File: config.mk
export PLATFORM = sky130hd
export DESIGN_NAME = cc_branch_unit_flat
export DESIGN_NICKNAME = d
export VERILOG_FILES = /design/src/rtl/cc_pkg.sv /design/src/rtl/cc_branch_unit_if.sv /design/src/rtl/cc_stack.sv /design/src/rtl/cc_branch_unit.sv /design/src/flat_wrapper.sv
export SDC_FILE = /design/constraint.sdc
export NUM_CORES = 1
export LEC_CHECK = 0
export ABC_CLOCK_PERIOD_IN_PS = 1500
export BUFFER_PORTS_ARGS = -buffer_cell sky130_fd_sc_hd__buf_2
export CORE_MARGIN = 3
export CORE_UTILIZATION = 45
export CTS_BUF_LIST = sky130_fd_sc_hd__clkbuf_4 sky130_fd_sc_hd__clkbuf_8
export DETAILED_ROUTE_END_ITERATION = 10
export HOLD_SLACK_MARGIN = 0.1
export MAX_ROUTING_LAYER = met4
export PLACE_DENSITY = 0.78
export SLEW_MARGIN = 20
export SYNTH_ARGS = -nofsm -noshare
export SYNTH_HDL_FRONTEND = slang
export SYNTH_SLANG_ARGS = --single-unit
File: constraint.sdc
create_clock -name Clk -period 1.5 [get_ports Clk]
set_input_delay 0.15 -clock Clk [delete_from_list [all_inputs] [get_ports Clk]]
set_output_delay 0.15 -clock Clk [all_outputs]
set_load 0.01 [all_outputs]
File: src/rtl/cc_pkg.sv
// cc_pkg: shared NZP type, condition-code constants and the bus-value classifier
// used by the condition-code / branch-enable unit.
`default_nettype none

package cc_pkg;

    typedef logic [2:0] nzp_t;

    localparam nzp_t NZP_N = 3'b100;
    localparam nzp_t NZP_Z = 3'b010;
    localparam nzp_t NZP_P = 3'b001;

    // Callers pass the sign bit and a zero test, so one function serves any data width.
    function automatic nzp_t classify(input logic sign_bit, input logic is_zero);
        if (sign_bit)
            return NZP_N;
        else if (is_zero)
            return NZP_Z;
        else
            return NZP_P;
    endfunction

endpackage

`default_nettype wire

File: src/rtl/cc_branch_unit_if.sv
// cc_branch_unit_if: control inputs and status outputs of the condition-code /
// branch-enable unit, with master (control FSM side) and slave (unit side) views.
`default_nettype none

interface cc_branch_unit_if #(
    parameter int DATA_W      = 16,
    parameter int STACK_DEPTH = 4
);
    import cc_pkg::*;

    localparam int DEPTH_W = $clog2(STACK_DEPTH + 1);

    logic               LD_CC;
    logic               LD_BEN;
    logic [DATA_W-1:0]  cc_data;
    logic [2:0]         IR_11_9;
    logic               cc_push;
    logic               cc_pop;
    logic               err_clr;
    nzp_t               nzp;
    logic               ben_output;
    logic               ben_valid;
    logic [DEPTH_W-1:0] cc_depth;
    logic               stack_full;
    logic               stack_empty;
    logic               ovf_err;
    logic               unf_err;

    modport master (
        output LD_CC, LD_BEN, cc_data, IR_11_9, cc_push, cc_pop, err_clr,
        input  nzp, ben_output, ben_valid, cc_depth, stack_full, stack_empty,
               ovf_err, unf_err
    );

    modport slave (
        input  LD_CC, LD_BEN, cc_data, IR_11_9, cc_push, cc_pop, err_clr,
        output nzp, ben_output, ben_valid, cc_depth, stack_full, stack_empty,
               ovf_err, unf_err
    );

endinterface

`default_nettype wire

File: src/rtl/cc_stack.sv
// cc_stack: LIFO of saved NZP codes for interrupt entry / RTI, with depth
// tracking, full/empty status and sticky overflow/underflow flags.
`default_nettype none

module cc_stack
    import cc_pkg::*;
#(
    parameter  int STACK_DEPTH = 4,
    localparam int DEPTH_W     = $clog2(STACK_DEPTH + 1)
) (
    input  wire logic               clk,
    input  wire logic               rst_n,
    input  wire logic               push,
    input  wire logic               pop,
    input  wire logic               err_clr,
    input  wire nzp_t               nzp_in,
    output nzp_t                    top,
    output logic                    pop_valid,
    output logic [DEPTH_W-1:0]      depth,
    output logic                    full,
    output logic                    empty,
    output logic                    ovf_err,
    output logic                    unf_err
);

    localparam int ADDR_W = (STACK_DEPTH > 1) ? $clog2(STACK_DEPTH) : 1;

    nzp_t               slots [STACK_DEPTH];
    logic [DEPTH_W-1:0] depth_q;
    logic [ADDR_W-1:0]  wr_idx;
    logic [ADDR_W-1:0]  rd_idx;
    logic               push_valid;
    logic               ovf_set;
    logic               unf_set;
    logic               ovf_q;
    logic               unf_q;

    assign full       = (depth_q == DEPTH_W'(STACK_DEPTH));
    assign empty      = (depth_q == '0);
    assign wr_idx     = ADDR_W'(depth_q);
    assign rd_idx     = ADDR_W'(depth_q - DEPTH_W'(1));

    // Simultaneous push and pop is treated as a protocol error: neither takes effect.
    assign push_valid = push && !pop && !full;
    assign pop_valid  = pop && !push && !empty;
    assign ovf_set    = push && (pop || full);
    assign unf_set    = pop && !push && empty;

    assign top        = slots[rd_idx];

    // Slot contents carry no reset: they are only read below a valid depth.
    always_ff @(posedge clk) begin
        if (push_valid)
            slots[wr_idx] <= nzp_in;
    end

    always_ff @(posedge clk or negedge rst_n) begin
        if (!rst_n) begin
            depth_q <= '0;
            ovf_q   <= 1'b0;
            unf_q   <= 1'b0;
        end else begin
            if (push_valid)
                depth_q <= depth_q + DEPTH_W'(1);
            else if (pop_valid)
                depth_q <= depth_q - DEPTH_W'(1);

            // A fresh error outranks a clear arriving in the same cycle.
            if (ovf_set)
                ovf_q <= 1'b1;
            else if (err_clr)
                ovf_q <= 1'b0;

            if (unf_set)
                unf_q <= 1'b1;
            else if (err_clr)
                unf_q <= 1'b0;
        end
    end

    assign depth   = depth_q;
    assign ovf_err = ovf_q;
    assign unf_err = unf_q;

endmodule

`default_nettype wire

File: src/rtl/cc_branch_unit.sv
// cc_branch_unit: classifies the bus value into NZP, holds the NZP and BEN
// registers, and wraps the NZP save/restore stack used on interrupt entry / RTI.
`default_nettype none

module cc_branch_unit
    import cc_pkg::*;
#(
    parameter int   DATA_W      = 16,
    parameter int   STACK_DEPTH = 4,
    parameter nzp_t RESET_NZP   = 3'b010,
    parameter bit   BEN_BYPASS  = 1'b0
) (
    input  wire logic       Clk,
    input  wire logic       reset_n,
    cc_branch_unit_if.slave bus
);

    localparam int DEPTH_W = $clog2(STACK_DEPTH + 1);

    logic [DATA_W-1:0]  data;
    nzp_t               cc_class;
    nzp_t               nzp_q;
    nzp_t               stack_top;
    nzp_t               ben_src;
    logic               pop_valid;
    logic               ben_q;
    logic               ben_valid_q;
    logic [DEPTH_W-1:0] depth;
    logic               full;
    logic               empty;
    logic               ovf_err;
    logic               unf_err;

    assign data     = bus.cc_data;
    assign cc_class = classify(data[DATA_W-1], data == '0);

    cc_stack #(
        .STACK_DEPTH (STACK_DEPTH)
    ) u_stack (
        .clk       (Clk),
        .rst_n     (reset_n),
        .push      (bus.cc_push),
        .pop       (bus.cc_pop),
        .err_clr   (bus.err_clr),
        .nzp_in    (nzp_q),
        .top       (stack_top),
        .pop_valid (pop_valid),
        .depth     (depth),
        .full      (full),
        .empty     (empty),
        .ovf_err   (ovf_err),
        .unf_err   (unf_err)
    );

    // With bypass, BEN sees the value NZP is about to take, unless a restore overrides it.
    generate
        if (BEN_BYPASS) begin : g_bypass
            assign ben_src = (bus.LD_CC && !pop_valid) ? cc_class : nzp_q;
        end else begin : g_no_bypass
            assign ben_src = nzp_q;
        end
    endgenerate

    always_ff @(posedge Clk or negedge reset_n) begin
        if (!reset_n) begin
            nzp_q       <= RESET_NZP;
            ben_q       <= 1'b0;
            ben_valid_q <= 1'b0;
        end else begin
            if (pop_valid)
                nzp_q <= stack_top;
            else if (bus.LD_CC)
                nzp_q <= cc_class;

            if (bus.LD_BEN)
                ben_q <= |(ben_src & bus.IR_11_9);

            ben_valid_q <= bus.LD_BEN;
        end
    end

    assign bus.nzp         = nzp_q;
    assign bus.ben_output  = ben_q;
    assign bus.ben_valid   = ben_valid_q;
    assign bus.cc_depth    = depth;
    assign bus.stack_full  = full;
    assign bus.stack_empty = empty;
    assign bus.ovf_err     = ovf_err;
    assign bus.unf_err     = unf_err;

endmodule

`default_nettype wire

File: src/flat_wrapper.sv
// flat-port wrapper written by rule: the top's interface ports become plain ports
module cc_branch_unit_flat import cc_pkg::*;
#(
    parameter int   DATA_W      = 16,
    parameter int   STACK_DEPTH = 4,
    parameter nzp_t RESET_NZP   = 3'b010,
    parameter bit   BEN_BYPASS  = 1'b0
)
  (Clk, reset_n, bus_LD_CC, bus_LD_BEN, bus_cc_data, bus_IR_11_9, bus_cc_push, bus_cc_pop, bus_err_clr, bus_nzp, bus_ben_output, bus_ben_valid, bus_cc_depth, bus_stack_full, bus_stack_empty, bus_ovf_err, bus_unf_err);
  cc_branch_unit_if #(.DATA_W(DATA_W), .STACK_DEPTH(STACK_DEPTH)) bus_i ();
  input  wire logic Clk;
  input  wire logic reset_n;
  input wire logic [$bits(bus_i.LD_CC)-1:0] bus_LD_CC;
  input wire logic [$bits(bus_i.LD_BEN)-1:0] bus_LD_BEN;
  input wire logic [$bits(bus_i.cc_data)-1:0] bus_cc_data;
  input wire logic [$bits(bus_i.IR_11_9)-1:0] bus_IR_11_9;
  input wire logic [$bits(bus_i.cc_push)-1:0] bus_cc_push;
  input wire logic [$bits(bus_i.cc_pop)-1:0] bus_cc_pop;
  input wire logic [$bits(bus_i.err_clr)-1:0] bus_err_clr;
  output wire logic [$bits(bus_i.nzp)-1:0] bus_nzp;
  output wire logic [$bits(bus_i.ben_output)-1:0] bus_ben_output;
  output wire logic [$bits(bus_i.ben_valid)-1:0] bus_ben_valid;
  output wire logic [$bits(bus_i.cc_depth)-1:0] bus_cc_depth;
  output wire logic [$bits(bus_i.stack_full)-1:0] bus_stack_full;
  output wire logic [$bits(bus_i.stack_empty)-1:0] bus_stack_empty;
  output wire logic [$bits(bus_i.ovf_err)-1:0] bus_ovf_err;
  output wire logic [$bits(bus_i.unf_err)-1:0] bus_unf_err;
  assign bus_i.LD_CC = bus_LD_CC;
  assign bus_i.LD_BEN = bus_LD_BEN;
  assign bus_i.cc_data = bus_cc_data;
  assign bus_i.IR_11_9 = bus_IR_11_9;
  assign bus_i.cc_push = bus_cc_push;
  assign bus_i.cc_pop = bus_cc_pop;
  assign bus_i.err_clr = bus_err_clr;
  assign bus_nzp = bus_i.nzp;
  assign bus_ben_output = bus_i.ben_output;
  assign bus_ben_valid = bus_i.ben_valid;
  assign bus_cc_depth = bus_i.cc_depth;
  assign bus_stack_full = bus_i.stack_full;
  assign bus_stack_empty = bus_i.stack_empty;
  assign bus_ovf_err = bus_i.ovf_err;
  assign bus_unf_err = bus_i.unf_err;
  cc_branch_unit #(.DATA_W(DATA_W), .STACK_DEPTH(STACK_DEPTH), .RESET_NZP(RESET_NZP), .BEN_BYPASS(BEN_BYPASS)) u_core (.Clk(Clk), .reset_n(reset_n), .bus(bus_i));
endmodule
# --- Word level (Yosys, flattened, before mapping) ---
# Memories as Yosys holds them, arrays and structs flattened.
# Cells that the tools add are included.
word_totals:
  ff_bits: 10
  ramBits: 12
  inputBits: 26
  out_inout_bits: 12
  wordCells: 40
  n_memories: 1
memory_table:
  columns: ["name", "words", "word_bits", "rd", "rd_clocked_by_memory_dff", "wr", "line", "rtl"]
  rows:
  - ["u_core.u_stack.slots", 4, 3, 1, 0, 1, "cc_stack.sv:28", "nzp_t slots [STACK_DEPTH];"]
op_classes:
  addsub: 2
  eq_ne: 1
  muxes: 11
  bitwise_logic: 1
  n_reduce_logical: 18
op_table:
  columns: ["cell", "n"]
  rows:
  - ["16-bit zero test", 1]
  - ["3-bit 2-to-1 mux", 5]
  - ["2-bit nonzero test", 4]
  - ["1-bit logical AND", 6]
  - ["1-bit 2-to-1 mux", 5]
  - ["1-bit zero test", 4]
  - ["3-bit by 1-bit adder with 3-bit output (second input constant)", 1]
  - ["3-bit AND", 1]
  - ["3-bit equality test (second input constant)", 1]
  - ["3-bit zero test", 1]
  - ["3-bit OR reduction", 1]
  - ["3-bit by 1-bit subtractor with 3-bit output (second input constant)", 1]
  - ["2-bit 2-to-1 mux", 1]
  - ["1-bit logical OR", 1]

# --- Logic depth before layout (Yosys ltp) ---
# Gate-level depths: netlist of run 1.
logic_depth:
  word_depth: 5
  mapped_depth: 8
  ltp_nobuf: 7

# --- Modules after synthesis ---
# A second synthesis of run 1 with hierarchy kept.
unflattened:
  cells_unflattened: 77
  hier_area_um2: 1056.0
by_module_without_submodules:
  columns: ["module", "n_inst", "cells_per_inst", "area_per_inst_um2", "seq_area_each_um2"]
  rows:
  - ["cc_stack", 1, 52, 805.8, 485.5]
  - ["cc_branch_unit", 1, 25, 250.2, 126.4]

# --- Least setup slack after synthesis of run 1 ---
# Ideal clock, no wire load.
synth_path:
  kind: "register -> register"
  from: "register u_core.u_stack.depth_q[0], in the netlist u_core.u_stack.depth[0]"
  to: "memory u_core.u_stack.slots[3][0] in the netlist's numbering (enable)"
  setup_time_ns: 0.311
  t_arrival_ns: 1.331
  required_ns: 1.189
  setup_slack_ns: -0.143
  stages_incl_launch_ff: 6
  n_path_buf: 1
  period_less_slack_ns: 1.643
  path_cell_list: "dfrtp_1 buf_6 inv_1 ha_1 a21oi_2 and3_1"
synth_between:
  elab_chain_cells: 5
synth_rtl:
  columns: ["element", "line", "rtl"]
  rows:
  - ["from (decl)", "cc_stack.sv:29", "logic [DEPTH_W-1:0] depth_q;"]
  - ["from (signal assigned)", "cc_stack.sv:64", "depth_q <= depth_q + DEPTH_W'(1);"]
  - ["from (signal assigned)", "cc_stack.sv:66", "depth_q <= depth_q - DEPTH_W'(1);"]
  - ["3-bit equality test", "cc_stack.sv:38", "assign full = (depth_q == DEPTH_W'(STACK_DEPTH));"]
  - ["1-bit zero test", "cc_stack.sv:44", "assign push_valid = push && !pop && !full;"]
  - ["1-bit logical AND", "cc_stack.sv:44", null]
  - ["1-bit 2-to-1 mux", "cc_stack.sv:53", "if (push_valid)"]
  - ["1-bit 2-to-1 mux (not written as such)", "cc_stack.sv:54", "slots[wr_idx] <= nzp_in;"]
  - ["to (decl)", "cc_stack.sv:28", null]
# Parallel ways exist; a longest one is shown, timed or not.

# --- Final worst setup path of run 1 ---
layout_path:
  from: "register u_core.u_stack.depth_q[1], in the netlist u_core.u_stack.depth[1]"
  to: "memory u_core.u_stack.slots[0][1] in the netlist's numbering (enable)"
# The elaborated chain is that of the path after synthesis.

==> results of run 1 <==
==> critical path, stage by stage, from the launching register on <==
cell,delay (ps)
dfrtp_1,420
inv_2,80
ha_4,180
a21oi_2,230
and3_1,260
==> layout by cell type (no fill, tap or decap), types with 2 or more instances in the layout <==
master / netlist / layout
dfrtp_1: 9 / 9
mux2i_1: 3 / 3
nor4_1: 3 / 3
clkbuf_4: 0 / 3
inv_2: 0 / 3
inv_1: 6 / 3
mux4_2: 3 / 3
buf_4: 0 / 5
a21oi_1: 4 / 4
buf_2: 0 / 36
dlygate4sd3_1: 0 / 3
nor2_1: 5 / 5
xnor2_1: 2 / 2
ha_1: 5 / 4
o22ai_1: 2 / 2
and3_1: 4 / 2
a21oi_2: 2 / 2
edfxtp_1: 12 / 12
==> logic make-up after synthesis <==
| group | count (synthesis) | share of synthesized area, % |
|---|---|---|
| buf+inv | 7 | 3.24 |
| mux | 6 | 9.35 |
| flops | 22 | 58.6 |
| xor+xnor | 2 | 1.68 |
| fa+ha+maj | 5 | 6.00 |
| compound gates | 12 | 8.15 |
| simple gates | 21 | 12.9 |
==> worst max path at each step <==
stage,startpoint,end,slack (ps)
final,u_core.u_stack.depth[1],u_core.u_stack.slots[0][1],50
after global routing,u_core.u_stack.depth[1],u_core.u_stack.depth[2],-20
after floorplan,u_core.u_stack.depth[0],u_core.u_stack.slots[0][0],-3
after detailed placement,u_core.u_stack.depth[1],u_core.u_stack.slots[2][1],-20
after CTS,u_core.u_stack.depth[1],u_core.u_stack.slots[2][0],8
after global placement,u_core.u_stack.depth[1],u_core.u_stack.slots[2][0],100
==> metrics by stage <==
step	worst slack [ps]	total power (W)	cells
2_1_floorplan	-2.84	0.00159	75
3_3_place_gp	95.8	0.00185	139
3_5_place_dp	-15.6	0.00189	139
4_1_cts	8.43	0.00222	146
5_1_grt	-22.9	0.00248	150
6_report	49.0	0.00231	150
==> power by group through the flow <==
stage          Sequential [W]  Combinational, W  Clock, W
2_1_floorplan        0.000977          0.000612         0
3_3_place_gp         0.000957          0.000888         0
3_5_place_dp         0.000965          0.000929         0
4_1_cts              0.000955          0.000937  0.000331
5_1_grt              0.000970           0.00115  0.000359
6_report             0.000948           0.00104  0.000326
==> flip-flops by register name (all words and copies together), names as in the netlist <==
register and flops:
u_core.u_stack.slots 12, u_core.bus.nzp 3, u_core.u_stack.depth 3, u_core.u_stack.unf_err 1, u_core.bus.ben_valid 1, u_core.bus.ben_output 1
u_core.u_stack.ovf_err 1
==> cell type report <==
| type | instances | area share [%] |
|---|---|---|
| repair buffers | 45 | 18.7 |
| well taps | 27 | 2.43 |
| inverters | 6 | 1.62 |
| clock buffers | 4 | 2.61 |
| multi-input cells | 46 | 30.6 |
| flip-flops and latches | 22 | 44.1 |
==> what timing repair did <==
action	CTS	global route
pin swaps	0	1
setup endpoints to repair	5	18
gates resized for setup	1	4
setup buffers	0	4
endpoints found under the hold margin	14	0
hold buffers	3	0
==> metal layers <==
| metal | global-route usage, % | up-vias | routed length [um] |
|---|---|---|---|
| met5 | - | - | 0 |
| met4 | 7.47 | 0 | 41 |
| met3 | 2.49 | 5 | 85 |
| met2 | 32.9 | 21 | 1420 |
| met1 | 21.1 | 376 | 987 |
| li1 | - | 379 | - |
==> cells in the mapped netlist, types with 2 or more instances <==
library cell   n  area, um^2
dfrtp_1        9         225
edfxtp_1      12         360
mux2i_1        3        30.0
a21oi_1        4        20.0
mux4_2         3        67.6
xnor2_1        2        17.5
a21oi_2        2        17.5
inv_1          6        22.5
nor2_1         5        18.8
ha_1           5        62.6
and3_1         4        25.0
o22ai_1        2        12.5
nor4_1         3        18.8
==> results.py, run 1 <==
metrics = {
    "floorplanning": {
        "die_area_mm2": 0.00293,
        "die_x_um": 54.2,
        "rows": 16,
        "die_y_um": 54.2,
        "start_util_pct": 50.1,
        "core_area_mm2": 0.00208,
        "top_level_ports": 38,
    },
    "route": {
        "wl_per_cell_um": 16.9,
        "drt_wl_total_mm": 2.54,
        "antenna_left": 0,
        "drc": 0,
        "num_vias": 781,
        "drt_first_iter_violations": 20,
        "first_pass_iters": 4,
        "vias_per_cell": 5.21,
    },
    "clocking": {
        "cts_buffers": 3,
        "root_buffer": "clkbuf_4",
        "cts_num_sinks": 22,
        "path_clk_slew_ps": 120,
        "clk_latency_ps": 310,
        "cts_tree": "built",
        "cts_max_path_buffers": 2,
        "htree_levels": 1,
    },
    "sta": {
        "max_freq_ghz": 0.689,
        "relSlewSlack_pct": 73.5,
        "period_needed_ps": 1450,
        "finalMaxSlewViolations": 0,
        "fin_crit_sh_pct": 96.7,
        "tns_ps": 0,
        "setup_viol": 0,
        "skew_ps": 9.70,
        "hold_viol_final": 0,
        "fin_hold_ws_ps": 151,
        "worst_pin_slew_ps": 393,
    },
    "synthesis": {
        "ys_ff_latch": 22,
        "synth_fp_nets": 106,
        "synth_flop_cell": "edfxtp_1",
        "synth.distinct_cells": 28,
        "synth_warnings": 0,
        "postSynthAreaPerCell_um2": 13.9,
        "synth_edf_count": 12,
        "synthCells": 75,
        "netlist_area_mm2": 0.00104,
        "ys_seq_area_share_pct": 58.6,
        "async_flop_share_pct": 45.5,
    },
    "cells_and_area": {
        "n_antenna_cell": 0,
        "regArea_um2": 612,
        "final_net_count": 155,
        "fin_area_mm2": 0.00139,
        "post-route-util_pct": 66.6,
        "multi_input_area_um2": 424,
        "synthToLayoutAreaGrowth_pct": 33.0,
        "drive_gt1_share_pct": 52.0,
        "n_fill_cell": 173,
    },
    "place": {
        "io_buffers": 37,
        "dpl_cell_area_mm2": 0.00128,
        "hpwl_mm": 1.94,
        "gp_congestion": 0.818,
    },
    "pwr": {
        "p_seq_share_pct": 41.0,
        "clkPwrFrac_pct": 14.1,
        "power_frac_comb_pct": 44.9,
        "p_int_w": 0.00152,
        "worst_ir_drop_vdd_uv": 1400,
        "netSwitchingPower_w": 0.000794,
        "switching_share_pct": 34.4,
        "p_per_area_mw_per_mm2": 1670,
        "leakagePower_nw": 0.620,
    },
    "worst_hold_path": {
        "holdCritStartpoint": "bus_IR_11_9[2]",
        "hold_path_end": "u_core.bus.ben_output",
        "whs_path_depth": 3,
        "hp-class": "in2reg",
    },
    "global_routing": {
        "antenna_found_initial": 0,
        "grt.overflow.total": 0,
        "grt_use_total_pct": 18.7,
        "grt_pass1_wl_mm": 3.59,
        "grt_max_degree": 13,
        "grt_pass1_vias": 799,
    },
    "critical_path": {
        "cp.arrival_ps": 1470,
        "cp-start-kind": "flip-flop",
        "worstPathMaxFanout": 5,
        "r2r_end": "u_core.u_stack.slots[0][1]",
        "ff2ff_setup_slack_ps": 50,
        "endpoint_kind": "flip-flop",
        "worstRegToRegCells": 4,
        "critPathRequiredTime_ps": 1520,
        "rr_startpoint": "u_core.u_stack.depth[1]",
        "critical_path_class": "reg2reg",
    },
    "run_status": {
        "status": "completed",
    },
    "run": {
        "cap_violations": 0,
    },
}
No activity file was read; power rests on OpenSTA's default activity.
==> run 2: changes to the inputs <==
==> constraint.sdc (replaced) <==
create_clock -name Clk -period 1.5 [get_ports Clk]
set_input_delay 0.225 -clock Clk [delete_from_list [all_inputs] [get_ports Clk]]
set_output_delay 0.225 -clock Clk [all_outputs]
set_load 0.01 [all_outputs]
==> results.py, run 2 (synthesized netlist as in run 1, its figures left out) <==
metrics = {
    "run_status": {
        "status": "completed",
    },
    "floorplanning": {
        "rows": 16,
        "top_level_ports": 38,
        "core_area_mm2": 0.00208,
        "start_util_pct": 50.1,
        "die_x_um": 54.2,
        "die_y_um": 54.2,
        "die_area_mm2": 0.00293,
    },
    "critical_path": {
        "cp-start-kind": "flip-flop",
        "rr_startpoint": "u_core.u_stack.depth[0]",
        "cp.arrival_ps": 1260,
        "startpoint": "u_core.u_stack.depth[0]",
        "ff2ff_setup_slack_ps": 80,
        "path_cells": "inv_2 > ha_4 > and2_4 > buf_6",
        "critPathRequiredTime_ps": 1270,
        "worst_path_largest_cell_delay_ps": 410,
        "crit_path_top_delay_cell": "dfrtp_1",
        "worstPathMaxFanout": 4,
        "endpoint_kind": "primary output",
        "crit_family": "flip-flops",
        "path_buf_inv": 2,
        "critical_path_class": "reg2out",
    },
    "clocking": {
        "path_clk_slew_ps": 120,
        "cts_max_path_buffers": 2,
        "cts_num_sinks": 22,
        "root_buffer": "clkbuf_4",
        "cts_tree": "built",
        "clk_latency_ps": 310,
        "cts_buffers": 3,
        "htree_levels": 1,
    },
    "route": {
        "num_vias": 772,
        "drt_first_iter_violations": 10,
        "drc": 0,
        "vias_per_cell": 5.18,
        "drt_wl_total_mm": 2.50,
        "antenna_left": 0,
        "wl_per_cell_um": 16.8,
        "first_pass_iters": 4,
    },
    "cells_and_area": {
        "largest-register": "u_core.u_stack.slots",
        "fin_cells": 149,
        "fin_area_mm2": 0.00139,
        "final_cell_mix": "buf_2, edfxtp_1, dfrtp_1, nor2_1, buf_4",
        "post-route-util_pct": 66.5,
        "drive_gt1_share_pct": 51.6,
        "final_net_count": 154,
        "final_common_cell": "buf_2",
        "n_antenna_cell": 0,
        "synthToLayoutAreaGrowth_pct": 32.7,
        "largest_reg_flops": 12,
    },
    "global_routing": {
        "grt_pass1_wl_mm": 3.60,
        "grt_pass1_vias": 796,
        "grt_use_total_pct": 18.7,
        "grt.overflow.total": 0,
        "antenna_found_initial": 0,
        "grt_max_degree": 13,
    },
    "pwr": {
        "leakagePower_nw": 0.617,
        "worst_ir_drop_vdd_uv": 1480,
        "power_w": 0.00234,
        "p_per_area_mw_per_mm2": 1690,
    },
    "sta": {
        "skew_ps": 10.2,
        "finalMaxSlewViolations": 0,
        "tns_ps": 0,
        "max_freq_ghz": 0.675,
        "rsz0062_at_grt": "true",
        "period_needed_ps": 1480,
        "fin_crit_sh_pct": 98.7,
        "relSlewSlack_pct": 73.8,
        "hold_viol_final": 0,
        "worst_pin_slew_ps": 389,
        "setup_viol": 0,
    },
    "place": {
        "dpl_cell_area_mm2": 0.00128,
        "io_buffers": 37,
        "hpwl_mm": 1.94,
        "gp_congestion": 0.818,
        "dp_cells": 139,
    },
    "worst_hold_path": {
        "hp-class": "in2reg",
        "holdCritStartpoint": "bus_err_clr",
    },
    "run": {
        "cap_violations": 0,
    },
}
-- run 2: through the flow --
| stage | hold WS, ps | setup slack [ps] |
|---|---|---|
| floorplan | -70.6 | -2.84 |
| global route | 114 | -52.5 |
| finish | 106 | 18.9 |
| CTS | 102 | 5.77 |
| global placement | 105 | 95.8 |
| detailed placement | 110 | -15.6 |
-- run 2: routing by layer --
metal / vias to the layer above / part of all wire, % / track usage [%] / routed length (um)
li1: 375 / - / - / -
met1: 373 / 38 / 21.1 / 958
met2: 22 / 57 / 33.1 / 1410
met3: 2 / 3.9 / 2.49 / 97
met4: 0 / 1.2 / 7.47 / 29
met5: - / 0 / - / 0
-- run 2: final cells by class --
type | count | area, um^2
Fill cell | 172 | 697
Sequential cell | 22 | 612
Multi-Input combinational cell | 46 | 423
Timing Repair Buffer | 44 | 255
Clock buffer | 4 | 36.3
Tap cell | 27 | 33.8
Inverter | 6 | 25.0
-- run 2: path summary, 6_finish.rpt --
| kind | to | cells past startpoint |
|---|---|---|
| min reg2reg | u_core.u_stack.ovf_err | 2 |
| min in group asynchronous | u_core.bus.nzp[2] | 2 |
| min | u_core.u_stack.unf_err | 2 |
| max reg2reg | u_core.u_stack.slots[2][0] | 4 |
| max in group asynchronous | u_core.bus.nzp[1] | 2 |
| max | bus_stack_full | 4 |
-- run 2: power breakdown --
part           switching (W)  internal, W  total (W)
Sequential          0.000131     0.000818   0.000949
Clock               0.000179     0.000148   0.000327
Combinational       0.000500     0.000566    0.00107
Total               0.000810      0.00153    0.00234
-- run 2: repair_timing --
item                                   in CTS  in global routing
resized for setup                           1                  5
endpoints found under the hold margin      12                  0
setup endpoints to repair                   5                  3
pin swaps                                   1                  1
hold buffers                                2                  0
setup buffers                               2                  2
==> run 3: changes to the inputs <==
--- a/config.mk
+++ b/config.mk
@@ -5,10 +5,11 @@
 export SDC_FILE = /design/constraint.sdc
 export NUM_CORES = 1
 export LEC_CHECK = 0
+export ABC_AREA = 1
 export ABC_CLOCK_PERIOD_IN_PS = 1500
 export BUFFER_PORTS_ARGS = -buffer_cell sky130_fd_sc_hd__buf_2
 export CORE_MARGIN = 3
-export CORE_UTILIZATION = 45
+export CORE_UTILIZATION = 46
 export CTS_BUF_LIST = sky130_fd_sc_hd__clkbuf_4 sky130_fd_sc_hd__clkbuf_8
 export DETAILED_ROUTE_END_ITERATION = 10
 export HOLD_SLACK_MARGIN = 0.1
==> results.py, run 3 <==
metrics = {
    "sta": {
        "max_freq_ghz": 0.670,
        "period_needed_ps": 1490,
        "fin_crit_sh_pct": 99.5,
        "relSlewSlack_pct": 82.8,
        "worst_pin_slew_ps": 258,
        "skew_ps": 2.43,
        "rsz0062_at_grt": "true",
        "hold_viol_final": 0,
        "finalMaxSlewViolations": 0,
        "postLayoutSetupSlackWorst_ps": 7.63,
        "setup_viol": 0,
        "fin_hold_ws_ps": 112,
    },
    "critical_path": {
        "path_cells": "inv_4 > ha_4 > inv_2 > nor2_4 > buf_6",
        "endpoint_kind": "primary output",
        "critPathRequiredTime_ps": 1270,
        "rr_startpoint": "u_core.u_stack.depth[0]",
        "crit_family": "flip-flops",
        "cp.arrival_ps": 1270,
        "crit_path_top_delay_cell": "dfrtp_1",
        "worstPathMaxFanout": 3,
        "cp-start-kind": "flip-flop",
        "startpoint": "u_core.u_stack.depth[0]",
        "critical_path_class": "reg2out",
        "worst_path_largest_cell_delay_ps": 430,
        "path_buf_inv": 3,
    },
    "synthesis": {
        "yosysMostFrequentCell": "nand2_1",
        "synth_fp_nets": 155,
        "synth.area.top_cells": "edfxtp_1, dfrtp_1, nand2_1, ha_1, nand3_1",
        "synth_flop_cell": "edfxtp_1",
        "synthCells": 124,
        "synth_warnings": 0,
        "netlist_area_mm2": 0.00114,
        "ys_seq_area_share_pct": 53.6,
        "ys_ff_latch": 22,
        "synth_edf_count": 12,
        "async_flop_share_pct": 45.5,
        "synth_top_area_share_pct": 31.6,
        "postSynthAreaPerCell_um2": 9.20,
        "ys_top_cells_by_count": "nand2_1, nor2_1, edfxtp_1, inv_1, nand3_1",
        "synth_top_cell_by_area": "edfxtp_1",
        "synth.distinct_cells": 24,
    },
    "worst_hold_path": {
        "holdCritStartpoint": "bus_err_clr",
        "hp-class": "in2reg",
    },
    "route": {
        "drc": 0,
        "vias_per_cell": 4.96,
        "first_pass_iters": 4,
        "num_vias": 988,
        "wl_per_cell_um": 13.6,
        "antenna_left": 0,
        "drt_first_iter_violations": 20,
        "drt_wl_total_mm": 2.70,
    },
    "cells_and_area": {
        "drive_gt1_share_pct": 40.9,
        "regArea_um2": 612,
        "final_common_cell": "buf_2",
        "largest_reg_flops": 12,
        "post-route-util_pct": 65.8,
        "final_cell_mix": "buf_2, nand2_1, nor2_1, nand3_1, edfxtp_1",
        "synthToLayoutAreaGrowth_pct": 31.3,
        "fin_cells": 199,
        "n_fill_cell": 189,
        "multi_input_area_um2": 487,
        "n_antenna_cell": 0,
        "largest-register": "u_core.u_stack.slots",
        "final_net_count": 203,
    },
    "floorplanning": {
        "die_area_mm2": 0.00311,
        "start_util_pct": 50.1,
        "die_x_um": 55.8,
        "rows": 17,
        "top_level_ports": 38,
        "core_area_mm2": 0.00228,
        "die_y_um": 55.8,
    },
    "global_routing": {
        "antenna_found_initial": 0,
        "grt.overflow.total": 0,
        "grt_pass1_vias": 957,
        "grt_use_total_pct": 18.0,
        "grt_max_degree": 14,
        "grt_pass1_wl_mm": 4.36,
    },
    "pwr": {
        "power_w": 0.00265,
        "leakagePower_nw": 0.710,
        "p_per_area_mw_per_mm2": 1770,
        "worst_ir_drop_vdd_uv": 1270,
    },
    "place": {
        "dp_slack_ps": 80.5,
        "io_buffers": 37,
        "dp_cells": 191,
        "hpwl_mm": 2.01,
        "gp_congestion": 0.942,
    },
    "run_status": {
        "status": "completed",
    },
    "clocking": {
        "htree_levels": 1,
        "clk_latency_ps": 300,
        "root_buffer": "clkbuf_4",
        "cts_max_path_buffers": 2,
        "cts_tree": "built",
        "path_clk_slew_ps": 130,
        "cts_num_sinks": 22,
        "cts_buffers": 3,
    },
    "run": {
        "cap_violations": 0,
    },
}
[run 3: stage by stage]
step	setup TNS, ps	instance area, um^2
3_3_place_gp	0	1390
2_1_floorplan	-249	1160
6_report	0	1500
5_1_grt	-81.4	1500
4_1_cts	0	1480
3_5_place_dp	0	1390
[run 3: power breakdown]
| part | switching (W) | internal, W |
|---|---|---|
| sequential | 0.000144 | 0.000829 |
| clock | 0.000184 | 0.000270 |
| combinational | 0.000709 | 0.000513 |
[run 3: repair_timing]
action	in CTS	in global routing
setup endpoints to repair	2	2
hold buffers	2	0
gates resized for setup	4	1
buffers inserted	0	2
gates cloned	0	0
pin swaps	0	0
endpoints found under the hold margin	11	0
[run 3: routing by layer]
| metal | global-route usage (%) | vias to the layer above | wire length (um) |
|---|---|---|---|
| li1 | - | 494 | - |
| met4 | 3.13 | 0 | 0 |
| met1 | 23.9 | 452 | 1170 |
| met2 | 30.7 | 42 | 1370 |
| met3 | 1.39 | 0 | 160 |
| met5 | - | - | 0 |
[run 3: cell type report]
type                            instances  share of cell area (%)
Sequential cell                        22                    40.9
Timing Repair Buffer                   44                    16.6
Multi-Input combinational cell         85                    32.5
Clock inverter                          1                    2.01
Clock buffer                            3                    1.50
Inverter                               16                    4.18
Tap cell                               28                    2.34
[run 3: final timing paths]
| check | endpoint | slack [ps] | cells past startpoint |
|---|---|---|---|
| worst max-delay path | bus_stack_empty | 8 | 5 |
| worst min-delay path | u_core.u_stack.ovf_err | 110 | 2 |
| worst max register to register | u_core.u_stack.slots[2][2] | 70 | 6 |
| worst min register to register | u_core.u_stack.unf_err | 540 | 2 |
| max in group asynchronous | u_core.bus.nzp[1] | 940 | 2 |
| min in group asynchronous | u_core.u_stack.unf_err | 300 | 2 |
[run 3: logic make-up after synthesis]
| logic type | synth area share, % |
|---|---|
| compound gates | 4.71 |
| flops | 53.6 |
| xor+xnor | 1.43 |
| fa+ha+maj | 5.48 |
| simple gates | 28.6 |
| buf+inv | 6.14 |
